--- src/rtl/plab5_mcore_debug_issuer.sv ---
// Host-side debug request issuer: queues host commands, pulses them one at a time to the
// debug checker and returns the acked data. WAIT timeout enabled by PLAB5_MCORE_DEBUG_ISSUER_TIMEOUT_EN.
module plab5_mcore_debug_issuer #(
    parameter int unsigned p_addr_nbits     = 32,
    parameter int unsigned p_data_nbits     = 32,
    parameter int unsigned p_num_entries    = 4,
    parameter int unsigned p_timeout_cycles = 64
) (
    input  logic                    clk,
    input  logic                    reset,

    input  logic                    host_req_val,
    output logic                    host_req_rdy,
    input  logic                    host_req_domain,
    input  logic [p_addr_nbits-1:0] host_req_src_addr,
    input  logic [p_addr_nbits-1:0] host_req_dest_addr,
    input  logic                    host_req_inst,

    output logic                    host_resp_val,
    input  logic                    host_resp_rdy,
    output logic [p_data_nbits-1:0] host_resp_data,
    output logic                    host_resp_status,

    output logic                    debug_val,
    output logic                    debug_domain,
    output logic [p_addr_nbits-1:0] debug_src_addr,
    output logic [p_addr_nbits-1:0] debug_dest_addr,
    output logic                    debug_inst,
    input  logic                    debug_ack,
    input  logic [p_data_nbits-1:0] debug_data
);

    localparam int unsigned PtrW = $clog2(p_num_entries);
    localparam int unsigned CntW = PtrW + 1;

    if ((p_num_entries < 2) || ((p_num_entries & (p_num_entries - 1)) != 0) ||
        (p_timeout_cycles < 2)) begin : g_bad_params
        $error("plab5_mcore_debug_issuer: invalid parameter values");
    end

    typedef enum logic [1:0] {StIdle, StIssue, StWait, StResp} state_e;

    typedef struct packed {
        logic                    domain;
        logic [p_addr_nbits-1:0] src;
        logic [p_addr_nbits-1:0] dest;
        logic                    inst;
    } entry_t;

    state_e                  state_q, state_d;
    entry_t                  mem_q [p_num_entries];
    logic [PtrW-1:0]         wr_ptr_q, wr_ptr_d;
    logic [PtrW-1:0]         rd_ptr_q, rd_ptr_d;
    logic [CntW-1:0]         count_q, count_d;
    logic [p_data_nbits-1:0] resp_data_q, resp_data_d;
    logic                    push, pop, timeout;
    entry_t                  head;

`ifdef PLAB5_MCORE_DEBUG_ISSUER_TIMEOUT_EN
    localparam int unsigned TmrRaw = $clog2(p_timeout_cycles) + 1;
    localparam int unsigned TmrW   = (TmrRaw < 8) ? 8 : TmrRaw;

    logic [TmrW-1:0] tmr_q, tmr_d;
    logic            resp_status_q, resp_status_d;

    // An ack arriving on the final WAIT cycle takes priority over the timeout.
    assign timeout = (state_q == StWait) && !debug_ack &&
                     (tmr_q == TmrW'(p_timeout_cycles - 1));

    always_comb begin
        tmr_d         = tmr_q;
        resp_status_d = resp_status_q;
        if (state_q == StIssue) begin
            tmr_d = '0;
        end else if (state_q == StWait) begin
            tmr_d = tmr_q + TmrW'(1);
            if (debug_ack) begin
                resp_status_d = 1'b0;
            end else if (timeout) begin
                resp_status_d = 1'b1;
            end
        end
    end

    always_ff @(posedge clk) begin
        if (reset) begin
            tmr_q         <= '0;
            resp_status_q <= 1'b0;
        end else begin
            tmr_q         <= tmr_d;
            resp_status_q <= resp_status_d;
        end
    end

    assign host_resp_status = resp_status_q;
`else
    assign timeout          = 1'b0;
    assign host_resp_status = 1'b0;
`endif

    assign host_req_rdy   = (count_q != CntW'(p_num_entries));
    assign push           = host_req_val && host_req_rdy;
    assign pop            = (state_q == StWait) && (debug_ack || timeout);
    assign head           = mem_q[rd_ptr_q];
    assign host_resp_data = resp_data_q;

    // FIFO bookkeeping and response capture
    always_comb begin
        wr_ptr_d    = push ? wr_ptr_q + PtrW'(1) : wr_ptr_q;
        rd_ptr_d    = pop  ? rd_ptr_q + PtrW'(1) : rd_ptr_q;
        resp_data_d = resp_data_q;
        case ({push, pop})
            2'b10:   count_d = count_q + CntW'(1);
            2'b01:   count_d = count_q - CntW'(1);
            default: count_d = count_q;
        endcase
        if (state_q == StWait) begin
            if (debug_ack) begin
                resp_data_d = debug_data;
            end else if (timeout) begin
                resp_data_d = '0;
            end
        end
    end

    always_ff @(posedge clk) begin
        if (push) begin
            mem_q[wr_ptr_q] <= '{domain: host_req_domain, src: host_req_src_addr,
                                 dest: host_req_dest_addr, inst: host_req_inst};
        end
    end

    always_ff @(posedge clk) begin
        if (reset) begin
            state_q     <= StIdle;
            wr_ptr_q    <= '0;
            rd_ptr_q    <= '0;
            count_q     <= '0;
            resp_data_q <= '0;
        end else begin
            state_q     <= state_d;
            wr_ptr_q    <= wr_ptr_d;
            rd_ptr_q    <= rd_ptr_d;
            count_q     <= count_d;
            resp_data_q <= resp_data_d;
        end
    end

    always_comb begin
        state_d = state_q;
        unique case (state_q)
            StIdle:  if (count_q != '0) state_d = StIssue;
            StIssue: state_d = StWait;
            StWait:  if (debug_ack || timeout) state_d = StResp;
            StResp:  if (host_resp_rdy) state_d = StIdle;
            default: state_d = StIdle;
        endcase
    end

    always_comb begin
        host_resp_val   = (state_q == StResp);
        debug_val       = 1'b0;
        debug_domain    = 1'b0;
        debug_src_addr  = '0;
        debug_dest_addr = '0;
        debug_inst      = 1'b0;
        if (state_q == StIssue) begin
            debug_val       = 1'b1;
            debug_domain    = head.domain;
            debug_src_addr  = head.src;
            debug_dest_addr = head.dest;
            debug_inst      = head.inst;
        end
    end

endmodule
--- config.mk ---
export PLATFORM = sky130hd
export DESIGN_NAME = plab5_mcore_debug_issuer
export DESIGN_NICKNAME = d
export VERILOG_FILES = /design/src/rtl/plab5_mcore_debug_issuer.sv
export SDC_FILE = /design/constraint.sdc
export NUM_CORES = 1
export LEC_CHECK = 0
export BUFFER_PORTS_ARGS = -buffer_cell sky130_fd_sc_hd__buf_2
export CORE_MARGIN = 4
export CORE_UTILIZATION = 26
export CTS_CLUSTER_DIAMETER = 80
export DETAILED_ROUTE_END_ITERATION = 7
export GPL_ROUTABILITY_DRIVEN = 0
export RECOVER_POWER = 50
export SLEW_MARGIN = 15
export SYNTH_ARGS = -nofsm -noshare
export SYNTH_HDL_FRONTEND = slang
export SYNTH_SLANG_ARGS = --single-unit
--- constraint.sdc ---
create_clock -name clk -period 2.9 [get_ports clk]
set_input_delay 0.145 -clock clk [delete_from_list [all_inputs] [get_ports clk]]
set_output_delay 0.145 -clock clk [all_outputs]
set_load 0.01 [all_outputs]
After elaboration in Yosys (flattened, before gate mapping)
Memory sizes are Yosys's and may differ from the RTL's. A register that Yosys moved wholly into a read port is not among the register bits.
Index checks and enable logic that the tools add are counted.
W data, S select, Z words.
{"block": "classes", "add_sub_neg": 4, "eq_ne": 9, "mux": 14, "n_reduce_logical": 7}
{"operator": "$mux W32", "n": 2}
{"operator": "$mux W2", "n": 5}
{"operator": "$pmux W2 S4", "n": 1}
{"operator": "$eq A2 B2 Y1 const B", "n": 3}
{"operator": "$pmux W3 S2", "n": 1}
{"operator": "$mux W1", "n": 5}
{"operator": "$add A2 B1 Y2 const B", "n": 2}
{"operator": "$eq A2 B1 Y1 const B", "n": 2}
{"operator": "$ne A2 B2 Y1 const B", "n": 2}
{"operator": "$add A3 B1 Y3 const B", "n": 1}
{"operator": "$ne A3 B3 Y1 const B", "n": 1}
{"operator": "$reduce_and A3 Y1", "n": 1}
{"operator": "$reduce_bool A3 Y1", "n": 1}
{"operator": "$sub A3 B1 Y3 const B", "n": 1}
{"operator": "$logic_and A1 B1 Y1", "n": 2}
{"operator": "$logic_not A2 Y1", "n": 1}
{"operator": "$ne A2 B1 Y1 const B", "n": 1}
{"operator": "$reduce_and A2 Y1", "n": 1}
{"operator": "$reduce_bool A2 Y1", "n": 1}
{"block": "word_totals", "ff_bits": 41, "ram_bits": 264, "input_bits": 103, "mem_count": 1}
{"name": "mem_q", "depth": 4, "width": 66, "read_ports": 1, "rd_ports_with_merged_regs": 1, "wr": 1, "line": "51", "source": "entry_t mem_q [p_num_entries];"}

Depth between registers and ports, before layout
{"block": "logic_depth", "word_depth": 4, "ltp_mapped": 10, "ltp_nobuf": 9}

Worst setup path before layout
No wires, ideal clock.
{"block": "synth_path", "kind": "register to register", "from": "reg count_q[0]", "to": "mem mem_q[2][0] (netlist bit), enable pin", "arrival_time_ns": 2.416, "required_time_ns": 2.469, "setup_slack_ns": 0.053, "stages_incl_launch_ff": 4, "n_path_buf": 0, "period_less_slack_ns": 2.847, "path_cell_list": "dfxtp_1 -> nor2_1 -> a21boi_1 -> and2_1"}
{"block": "synth_between", "elab_chain_len": 4}
{"element": "from (decl)", "line": "54", "source": "logic [CntW-1:0] count_q, count_d;"}
{"element": "from (signal assigned)", "line": "144", "source": "count_q <= count_d;"}
{"element": "$ne A3 B3 Y1", "line": "101", "source": "assign host_req_rdy = (count_q != CntW'(p_num_entries));"}
{"element": "$logic_and A1 B1 Y1", "line": "102", "source": "assign push = host_req_val && host_req_rdy;"}
{"element": "$mux W1", "line": "127", "source": "if (push) begin"}
{"element": "$mux W1 (implied by the code)", "line": "128", "source": "mem_q[wr_ptr_q] <= '{domain: host_req_domain, src: host_req_src_addr,"}
{"element": "to (decl)", "line": "51"}
Every way passes these cells.

==> summary.md <==
| Metric | Value |
|---|---|
| Worst-path cell with the longest stage delay | dfxtp_4 |
| Number of global-route vias before repair | slightly above 7000 |
| Post-Synth Simple-Gate Area | 6.73% |
| Filler Cell Count | around 4200 |
| Leakage | 5.29 nW |
| Yosys top cell by area | edfxtp_1 |
| Initial antenna violation count | 2 |
| Total Nets Final | between 1000 and 1500 |
| Die footprint | 48300 um2 |
| Top_reg_cell synth | edfxtp_1 |
| Data arrival time of the critical path | 2.39 ns |
| Post-DR vias/cell | ~4.2 |
| Max Freq | 0.394 GHz |
| Clock group share of total power | ~40% |
| Min Tclk post-route | roughly 2.5 ns |
| Drt first pass iters | 4 |
| Pint | between 0.008 and 0.009 W |
| Reg area | 8800 um2 |
| Gate power share | 15.0% |
| Synth top area cells | edfxtp_1 (68%), mux4_2 (13%), dfxtp_1 (7.4%) |
| Met3 Use GR | 3.90% |
| WL/cell | between 15 and 20 um |
| Share of post-route cells with drive strength above 1 | between 20 and 25% |
| CTS tree | built |
| Largest family of logic cells by synthesized area | multiplexers |
| Die Height | 220 um |
| CTS max path bufs | 3 |
| # clock sinks | ~300 |
| H-tree levels | 2 |
| Die X | roughly 220 um |
| Met2 usage | approximately 17% |
| Antenna-violating nets left | 0 |
| Worst hold slack | around 0.038 ns |
| Switching share of power | about a quarter |
| CP max stage delay | around 0.67 ns |
| Hpwl dp | 15.0 mm |
| Area growth, synth to finish | 33.8% |
| Hold Path End | rd_ptr_q[1]$_SDFFE_PP0P_ |
| Max Slew Vio Count | 0 |
| R2R depth | 9 |
| Vias | 6653 |
| Worst Setup Start Kind | register |
| Synthesized instance count | between 600 and 700 |
| Net count after synthesis | around 740 |
| Worst-Margin Slew | approximately 1.5 ns |
| Crit share post-route | just under 90% |
| Synth unique cells | 29 |
| Crit-path max FO | 21 |
| Final setup vio count | 0 |
| Core area | roughly 44000 um2 |
| EDFF count, synth | between 200 and 300 |
| Effective utilization at floorplan | between 20% and 30% |
| Sequential share of the synthesized area | ~75% |
| Clk pin slew, worst setup/hold paths | 0.06 ns |
| Unrepaired setup endpoints after global routing | no |
| Share of power burned in registers | ~45% |
| Worst skew pair latency | approximately 0.54 ns |
| Status | finished, final reports clean |
| Row cnt | a little under 80 |
| R2R setup slack | ~0.52 ns |
| Multi-input logic area | roughly 2700 um2 |
| Req. time, crit path | ~2.8 ns |
| Crit path capture type | output pin |
| Synth Area in Adders | between 1 and 1.5% |
| Residual DRC | 0 |
| Hold Vio Cnt, Final | 0 |
| Cells along the critical path | buf_12 > mux4_2 > and2_1 > buf_2 |
| Yosys warns | 0 |
| R2r endpoint | count_q[2]$_SDFFE_PP0P_ |
| Cts repair resizes | 0 |
| Slew HR | 2.88% |
| GR Layer Usage met1 | between 10% and 20% |
| Seq cells post-synth | roughly 300 |
| Root Buffer | clkbuf_16 |
| Pwr/cell area | about 760 nW/um2 |
| Synth top cells by count | edfxtp_1 (264), and2_1 (70), mux4_2 (66), nand2_1 (66), dfxtp_1 (43) |
| Port-buffer cells | roughly 200 |
| Most frequent cell after synthesis | edfxtp_1 |
| Total of max-cap violations | 0 |
| Psw | roughly 0.0029 W |
| Pin count of the biggest net entering global routing | between 60 and 70 |
| Multiplexer share of the synthesized area | around an eighth |
| Hold Crit Class | in -> reg |
| Global-route wire length before repair | roughly 41 mm |
| Maximum VDD drop | just under 0.4 mV |
| Detailed Route WL | between 20 and 30 mm |
| Hold depth | 4 |
| Clk_skew | roughly 0.022 ns |
| R2r startpoint | count_q[0]$_SDFFE_PP0P_ |
| GRT Total Usage | between 10% and 20% |
| Worst hold start | debug_ack |
| TNS Setup | 0 ns |
| Synth Area in XOR/XNOR | less than 1% |
| Initial DRC count | between 300 and 400 |
| Synthesized area | about 12000 um2 |
| Most used routing layer | met2 |
| CP Class | reg -> out |
| Share of the synthesized area in the top cell type | between 60% and 70% |
| Synth Area in Compound Gates | 1.63% |
| TritonCTS Buffers | 37 |
| Ys async rst share | 0% |
| I/O pin count | ~200 |
| Overflow after GRT | 0 |
| Avg Inst Size Synth | roughly 19 um2 |
worst max path at each step:
stage | depth (start not counted) | end
finish | 4 | debug_dest_addr[6]
global route | 4 | debug_dest_addr[6]
CTS | 4 | debug_dest_addr[6]
detailed placement | 9 | count_q[2]$_SDFFE_PP0P_
global placement | 9 | count_q[2]$_SDFFE_PP0P_
floorplan | 3 | mem_q[2][0]$_DFFE_PP_
logic make-up (layout without fill, tap and decap cells):
group                      Yosys count  count (layout)
adders and majority gates           10              10
xor gates and xnor gates             4               4
other                                1               3
buffers and inverters               39             388
muxes                               70              70
AOI/OAI and AO/OA                   37              37
and+or+nand+nor                    155             155
DFF                                307             307
power groups by stage:
stage                     clock (W)  combinational, W  sequential, W
after floorplan                   0           0.00105        0.00534
after global placement            0           0.00175        0.00535
after detailed placement          0           0.00176        0.00537
after CTS                   0.00496           0.00187        0.00528
after global routing        0.00517           0.00198        0.00531
final                       0.00479           0.00178        0.00528
registers in the layout (all words and copies together) (netlist names), named ones only:
name and count:
count_q 3, host_resp_data 32, mem_q 264, rd_ptr_q 2
state_q 2, wr_ptr_q 2
metrics by stage:
step	total power (W)	instance area [um2]	instances	worst slack, ns	util, %
finish	0.0118	15600	1566	0.360	35.2
global route	0.0125	15600	1566	0.161	35.2
CTS	0.0121	15700	1564	0.271	35.5
detailed placement	0.00713	13500	1398	0.724	30.4
global placement	0.00710	13500	1398	0.782	30.4
floorplan	0.00639	11700	623	0.0530	-
final cells by class:
type | count | share of cell area, %
diodes | 2 | 0.0321
clock inverters | 27 | 2.12
flip-flops and latches | 307 | 56.4
inverters | 6 | 0.144
multi-input cells | 277 | 17.2
repair buffers | 315 | 13.4
clock buffers | 40 | 6.01
well taps | 592 | 4.75
what timing repair did:
action,4_1_cts,5_1_grt
hold buffers,99,0
endpoints found under the hold margin,297,0
setup buffers,0,0
setup endpoints to repair,0,0
critical path: cells and delay by family (launching register included):
kind                   cells  cell delay [ns]
flip-flops                 1             0.67
buffers and inverters      2             0.42
multiplexers               1             0.55
AND/OR/NAND/NOR            1             0.18
per-layer routing:
metal / up-vias / routed length, um
met5: - / 0
met1: 3356 / 11400
met4: 0 / 574
met2: 218 / 12200
li1: 3037 / -
met3: 42 / 2020
cell usage in the layout, fill, tap and decap left out, types with 3 or more instances in the layout:
master,count
nand2_1,66
nor2_1,9
dfxtp_1,41
and2_1,66
bufinv_16,7
clkbuf_16,37
ha_1,8
a21oi_1,34
inv_6,4
and2_4,4
dlygate4sd3_1,99
nand2b_1,6
edfxtp_1,264
buf_12,9
buf_2,103
mux2i_1,3
inv_1,5
mux4_2,66
clkinv_1,11
clkbuf_1,105
Note: power is estimated with default switching activity, not from simulation.
